`src/rtl/uart_tx_serializer.sv`:
```
// UART transmitter: valid/ready byte intake into a one-entry holding register,
// LSB-first framing with optional parity and one or two stop bits.
module uart_tx_serializer #(
  parameter int CLKS_PER_BIT = 8,
  parameter int DATA_BITS    = 8,
  parameter bit PARITY_EN    = 1'b0,
  parameter bit PARITY_ODD   = 1'b0,
  parameter int STOP_BITS    = 1
) (
  input  logic                 clk,
  input  logic                 rst,
  input  logic [DATA_BITS-1:0] tx_data,
  input  logic                 tx_valid,
  output logic                 tx_ready,
  output logic                 tx,
  output logic                 busy,
  output logic                 tx_done
);

  localparam int TIMER_W  = $clog2(CLKS_PER_BIT);
  localparam int BITCNT_W = $clog2(DATA_BITS + 1);

  localparam logic [TIMER_W-1:0]  TIMER_LAST = TIMER_W'(CLKS_PER_BIT - 1);
  localparam logic [BITCNT_W-1:0] BIT_LAST   = BITCNT_W'(DATA_BITS - 1);
  localparam logic                STOP_LAST  = 1'(STOP_BITS - 1);

  typedef enum logic [2:0] {
    IDLE,
    START,
    DATA,
    PARITY,
    STOP
  } state_t;

  state_t                state_q, state_d;
  logic [TIMER_W-1:0]    timer_q, timer_d;
  logic [BITCNT_W-1:0]   bit_cnt_q, bit_cnt_d;
  logic                  stop_cnt_q, stop_cnt_d;
  logic [DATA_BITS-1:0]  shift_q, shift_d;
  logic                  parity_q, parity_d;
  logic [DATA_BITS-1:0]  hold_q;
  logic                  hold_full;
  logic                  load;
  logic                  bit_end;
  logic                  tx_d;
  logic                  done_d;
  logic                  tx_q, busy_q, done_q;

  assign bit_end  = (timer_q == TIMER_LAST);
  assign tx_ready = !hold_full;

  // NOTE: every signal gets a default before the case so no path leaves one
  // unassigned, which would otherwise infer a latch.
  always_comb begin
    state_d    = state_q;
    timer_d    = timer_q + 1'b1;
    bit_cnt_d  = bit_cnt_q;
    stop_cnt_d = stop_cnt_q;
    shift_d    = shift_q;
    parity_d   = parity_q;
    load       = 1'b0;
    done_d     = 1'b0;

    case (state_q)
      IDLE: begin
        timer_d = '0;
        if (hold_full) begin
          load    = 1'b1;
          state_d = START;
        end
      end
      START: begin
        if (bit_end) begin
          state_d   = DATA;
          timer_d   = '0;
          bit_cnt_d = '0;
        end
      end
      DATA: begin
        if (bit_end) begin
          timer_d   = '0;
          shift_d   = shift_q >> 1;
          bit_cnt_d = bit_cnt_q + 1'b1;
          if (bit_cnt_q == BIT_LAST) begin
            state_d    = PARITY_EN ? PARITY : STOP;
            stop_cnt_d = 1'b0;
          end
        end
      end
      PARITY: begin
        if (bit_end) begin
          state_d    = STOP;
          timer_d    = '0;
          stop_cnt_d = 1'b0;
        end
      end
      STOP: begin
        if (bit_end) begin
          timer_d = '0;
          if (stop_cnt_q == STOP_LAST) begin
            done_d = 1'b1;
            // A byte already held starts its frame on this same edge.
            if (hold_full) begin
              load    = 1'b1;
              state_d = START;
            end else begin
              state_d = IDLE;
            end
          end else begin
            stop_cnt_d = stop_cnt_q + 1'b1;
          end
        end
      end
      default: begin
        state_d = IDLE;
        timer_d = '0;
      end
    endcase

    if (load) begin
      shift_d   = hold_q;
      parity_d  = (^hold_q) ^ PARITY_ODD;
      bit_cnt_d = '0;
    end

    // The line value is decided from the next state so tx is a plain flop.
    case (state_d)
      START:   tx_d = 1'b0;
      DATA:    tx_d = shift_d[0];
      PARITY:  tx_d = parity_d;
      default: tx_d = 1'b1;
    endcase
  end

  // NOTE: sequential state uses non-blocking assignments so every flop samples
  // the pre-edge values regardless of statement order.
  always_ff @(posedge clk) begin
    if (rst) begin
      state_q    <= IDLE;
      timer_q    <= '0;
      bit_cnt_q  <= '0;
      stop_cnt_q <= 1'b0;
      parity_q   <= 1'b0;
      hold_full  <= 1'b0;
      tx_q       <= 1'b1;
      busy_q     <= 1'b0;
      done_q     <= 1'b0;
    end else begin
      state_q    <= state_d;
      timer_q    <= timer_d;
      bit_cnt_q  <= bit_cnt_d;
      stop_cnt_q <= stop_cnt_d;
      parity_q   <= parity_d;
      tx_q       <= tx_d;
      busy_q     <= (state_d != IDLE);
      done_q     <= done_d;
      if (load) begin
        hold_full <= 1'b0;
      end else if (tx_valid && tx_ready) begin
        hold_full <= 1'b1;
      end
    end
  end

  // NOTE: pure data registers carry no reset; their contents are only
  // consumed after a qualifying flag (hold_full, load) has been set.
  always_ff @(posedge clk) begin
    shift_q <= shift_d;
    if (tx_valid && tx_ready) begin
      hold_q <= tx_data;
    end
  end

  assign tx      = tx_q;
  assign busy    = busy_q;
  assign tx_done = done_q;

endmodule
```
`config.mk`:
```
export PLATFORM = sky130hd
export DESIGN_NAME = uart_tx_serializer
export DESIGN_NICKNAME = d
export VERILOG_FILES = /design/src/rtl/uart_tx_serializer.sv
export SDC_FILE = /design/constraint.sdc
export NUM_CORES = 1
export LEC_CHECK = 0
export CAP_MARGIN = 0
export CORE_UTILIZATION = 40
export CTS_CLUSTER_DIAMETER = 60
export DETAILED_ROUTE_END_ITERATION = 7
export GPL_ROUTABILITY_DRIVEN = 0
export GPL_TIMING_DRIVEN = 1
export MAX_ROUTING_LAYER = met4
export SYNTH_ARGS = -nofsm -noshare
export SYNTH_HDL_FRONTEND = slang
export SYNTH_SLANG_ARGS = --single-unit
```
`constraint.sdc`:
```
create_clock -name clk -period 2.4 [get_ports clk]
set_input_delay 0.36 -clock clk [delete_from_list [all_inputs] [get_ports clk]]
set_output_delay 0.36 -clock clk [all_outputs]
set_load 0.01 [all_outputs]
```
==> metrics.yaml <==
run_status:
  status: "finished clean"
sta:
  period_needed_ns: 1.95
  hold_violations: 0
  worst_clock_skew_ns: 0.00358
  fin_tns_setup_ns: 0
  slew_headroom_pct: 70.1
  rsz0062_at_grt: "false"
  final.setup.worst_slack_ns: 0.453
  setup_viol: 0
  clock.fmax_mhz: 514
  fin_crit_sh_pct: 81.1
  worstMarginPinSlew_ns: 0.448
  report.final.slew_viol_count: 0
global_route:
  gr-total-overflow: 0
  grt_max_degree: 13
  grt_pass1_wl_mm: 4.10
  grt_use_total_pct: 16.2
  antenna_found_initial: 0
  first_global_vias: 892
setup_path:
  r2r_slack_ns: 0.45
  reg2reg_to: "shift_q[1]$_DFFE_PP_"
  start_kind: "flop"
  r2r-start: "timer_q[0]$_SDFF_PP0_"
  required_ns: 2.42
  worst-setup-path-type: "flop to flop"
  reg2reg_depth: 5
  worstPathMaxFanout: 7
  crit_arrival_ns: 1.97
  critPathCaptureType: "flop"
floorplanning:
  die_area_sq_um: 3780
  die_x_um: 61.5
  ios: 15
  core_area_sq_um: 3360
  rows: 21
  start_util_pct: 42.0
  die_h_um: 61.5
clock_network:
  cts-root-buf: "clkbuf_4"
  clk_pin_slew_ns: 0.09
  cts.sinks: 31
  cts_max_path_buffers: 2
  cts_post_setup_buffers_inserted: 0
  hold_buffers: 0
  tritoncts: "yes"
  cts_buffers: 5
  clkLatencyLatePin_ns: 0.34
  cts_resized: 0
  cts.htree.levels: 2
logic_synthesis:
  yosys_warnings: 0
  synth_nets: 132
  synth.avg_cell_area_sq_um: 12.1
  synth_edf_count: 15
  synth_top_area_share_pct: 31.9
  synth_cells: 117
  yosys.area.top_type: "edfxtp_1"
  yosysUniqueCellTypes: 41
  synthFlopType: "dfxtp_1"
  synth_seq_cells: 31
  synthArstFlopShare_pct: 0
  synth.top_cells.by_area: "edfxtp_1, dfxtp_1, xnor2_1"
  seq_area_frac_synth_pct: 54.5
  synth_area_sq_um: 1410
detailed_routing:
  drc: 0
  avgViaCountPerCell: 4.99
  first_pass_iters: 4
  drtAntennaViolNets: 0
  finalWirelength_mm: 2.34
  routedWlPerCell_um: 12.9
  first_iter_violations: 27
  vias: 904
finish:
  n_antenna_cell: 0
  drive_above_1_share_pct: 13.3
  fin_nets: 149
  instances_no_fill: 181
  area_delta_synth_final_pct: 15.5
  fill_cells: 337
placed_design:
  place_inst: 173
  dp_slack_ns: 0.435
  hpwl_mm: 1.68
  port_buffers: 14
power_and_ir_drop:
  p_per_area_nw_per_um2: 629
  ir_worst_vdd_v: 0.000321
  p_leak_nw: 0.600
  p_total_mw: 1.03
hold_path:
  whs_endpoint: "timer_q[0]$_SDFF_PP0_"
  worstHoldPathCells: 1
  holdCritPathClass: "flop to flop"
  hold_start: "timer_q[0]$_SDFF_PP0_"
flow_run:
  cap_violations: 0
[critical path, cell delays in order, from the launching register on]
cell and delay [ns]:
dfxtp_1 0.34, ha_1 0.19, ha_1 0.30, nand2b_1 0.17, nor4b_4 0.34, a21o_1 0.30
[worst max path at each step]
stage | slack, ns | start | cells after the start | to
after global placement | 0.53 | timer_q[0]$_SDFF_PP0_ | 5 | shift_q[1]$_DFFE_PP_
after global routing | 0.29 | timer_q[0]$_SDFF_PP0_ | 5 | shift_q[2]$_DFFE_PP_
after detailed placement | 0.44 | timer_q[0]$_SDFF_PP0_ | 5 | shift_q[2]$_DFFE_PP_
after CTS | 0.42 | timer_q[0]$_SDFF_PP0_ | 5 | shift_q[2]$_DFFE_PP_
after floorplan | 0.48 | timer_q[0]$_SDFF_PP0_ | 6 | shift_q[1]$_DFFE_PP_
final | 0.45 | timer_q[0]$_SDFF_PP0_ | 5 | shift_q[1]$_DFFE_PP_
[Yosys cell counts (3+ instances only)]
cell type and n:
a22o_1 5, a31oi_1 3, and2_1 5, dfxtp_1 16
edfxtp_1 15, ha_1 4, inv_1 3, nor2_1 7
nor2b_1 3, nor3_1 5, o21ai_0 3, xnor2_1 10
[kinds of logic (layout without fill, tap and decap cells)]
family / after synthesis / in the layout / share of synthesized area (%)
compound gates: 23 / 23 / 12.7
xor+xnor: 11 / 11 / 6.81
fa+ha+maj: 4 / 4 / 3.54
buf+inv: 11 / 29 / 4.69
flops: 31 / 31 / 54.5
mux: 3 / 3 / 2.21
simple gates: 34 / 34 / 15.6
[placed cells by master (no fill, tap or decap), types with 2 or more instances in the layout]
cell type	instances
a211oi_1	2
a211oi_2	2
a22o_1	5
a31oi_1	3
and2_1	5
buf_4	3
clkbuf_1	2
clkbuf_4	5
clkdlybuf4s50_1	14
dfxtp_1	16
edfxtp_1	15
ha_1	4
inv_1	3
mux2i_1	2
nand2_1	2
nand3b_1	2
nor2_1	7
nor2_2	2
nor2b_1	3
nor3_1	5
o21ai_0	3
xnor2_1	10
[flip-flops by register name, indices dropped and copies added (netlist names)]
signal / flops
bit_cnt_q: 4
hold_full: 1
tx: 1
busy: 1
state_q: 3
parity_q: 1
shift_q: 8
tx_done: 1
timer_q: 3
hold_q: 8
[layer usage]
layer  routed length, um  GRT usage (%)
met1                1150           19.8
met5                   0              -
met4                  68           9.84
met3                  92           6.72
met2                1030           22.2
[per-stage QoR]
step / hold slack [ns] / cell area [sq um] / utilization (%)
floorplan: 0.398 / 1410 / -
global placement: 0.409 / 1580 / 47.1
detailed placement: 0.417 / 1580 / 47.1
CTS: 0.434 / 1630 / 48.5
global route: 0.438 / 1630 / 48.5
finish: 0.428 / 1630 / 48.5
[power breakdown]
part	leakage [nW]	switching (mW)	total, mW	internal (mW)
Sequential	0.276	0.0209	0.610	0.589
Clock	0.0293	0.176	0.289	0.114
Combinational	0.294	0.0561	0.127	0.0706
[cell type report]
| class | instances | area, sq um | share of cell area [%] |
|---|---|---|---|
| clock inverter | 1 | 5.00 | 0.307 |
| clock buffer | 7 | 45.0 | 2.76 |
| inverter | 4 | 15.0 | 0.920 |
| sequential | 31 | 771 | 47.2 |
| tap | 46 | 57.6 | 3.52 |
| timing repair buffer | 17 | 163 | 9.96 |
| multi-input combinational | 75 | 577 | 35.3 |
Note: power is estimated with default switching activity, not from simulation.
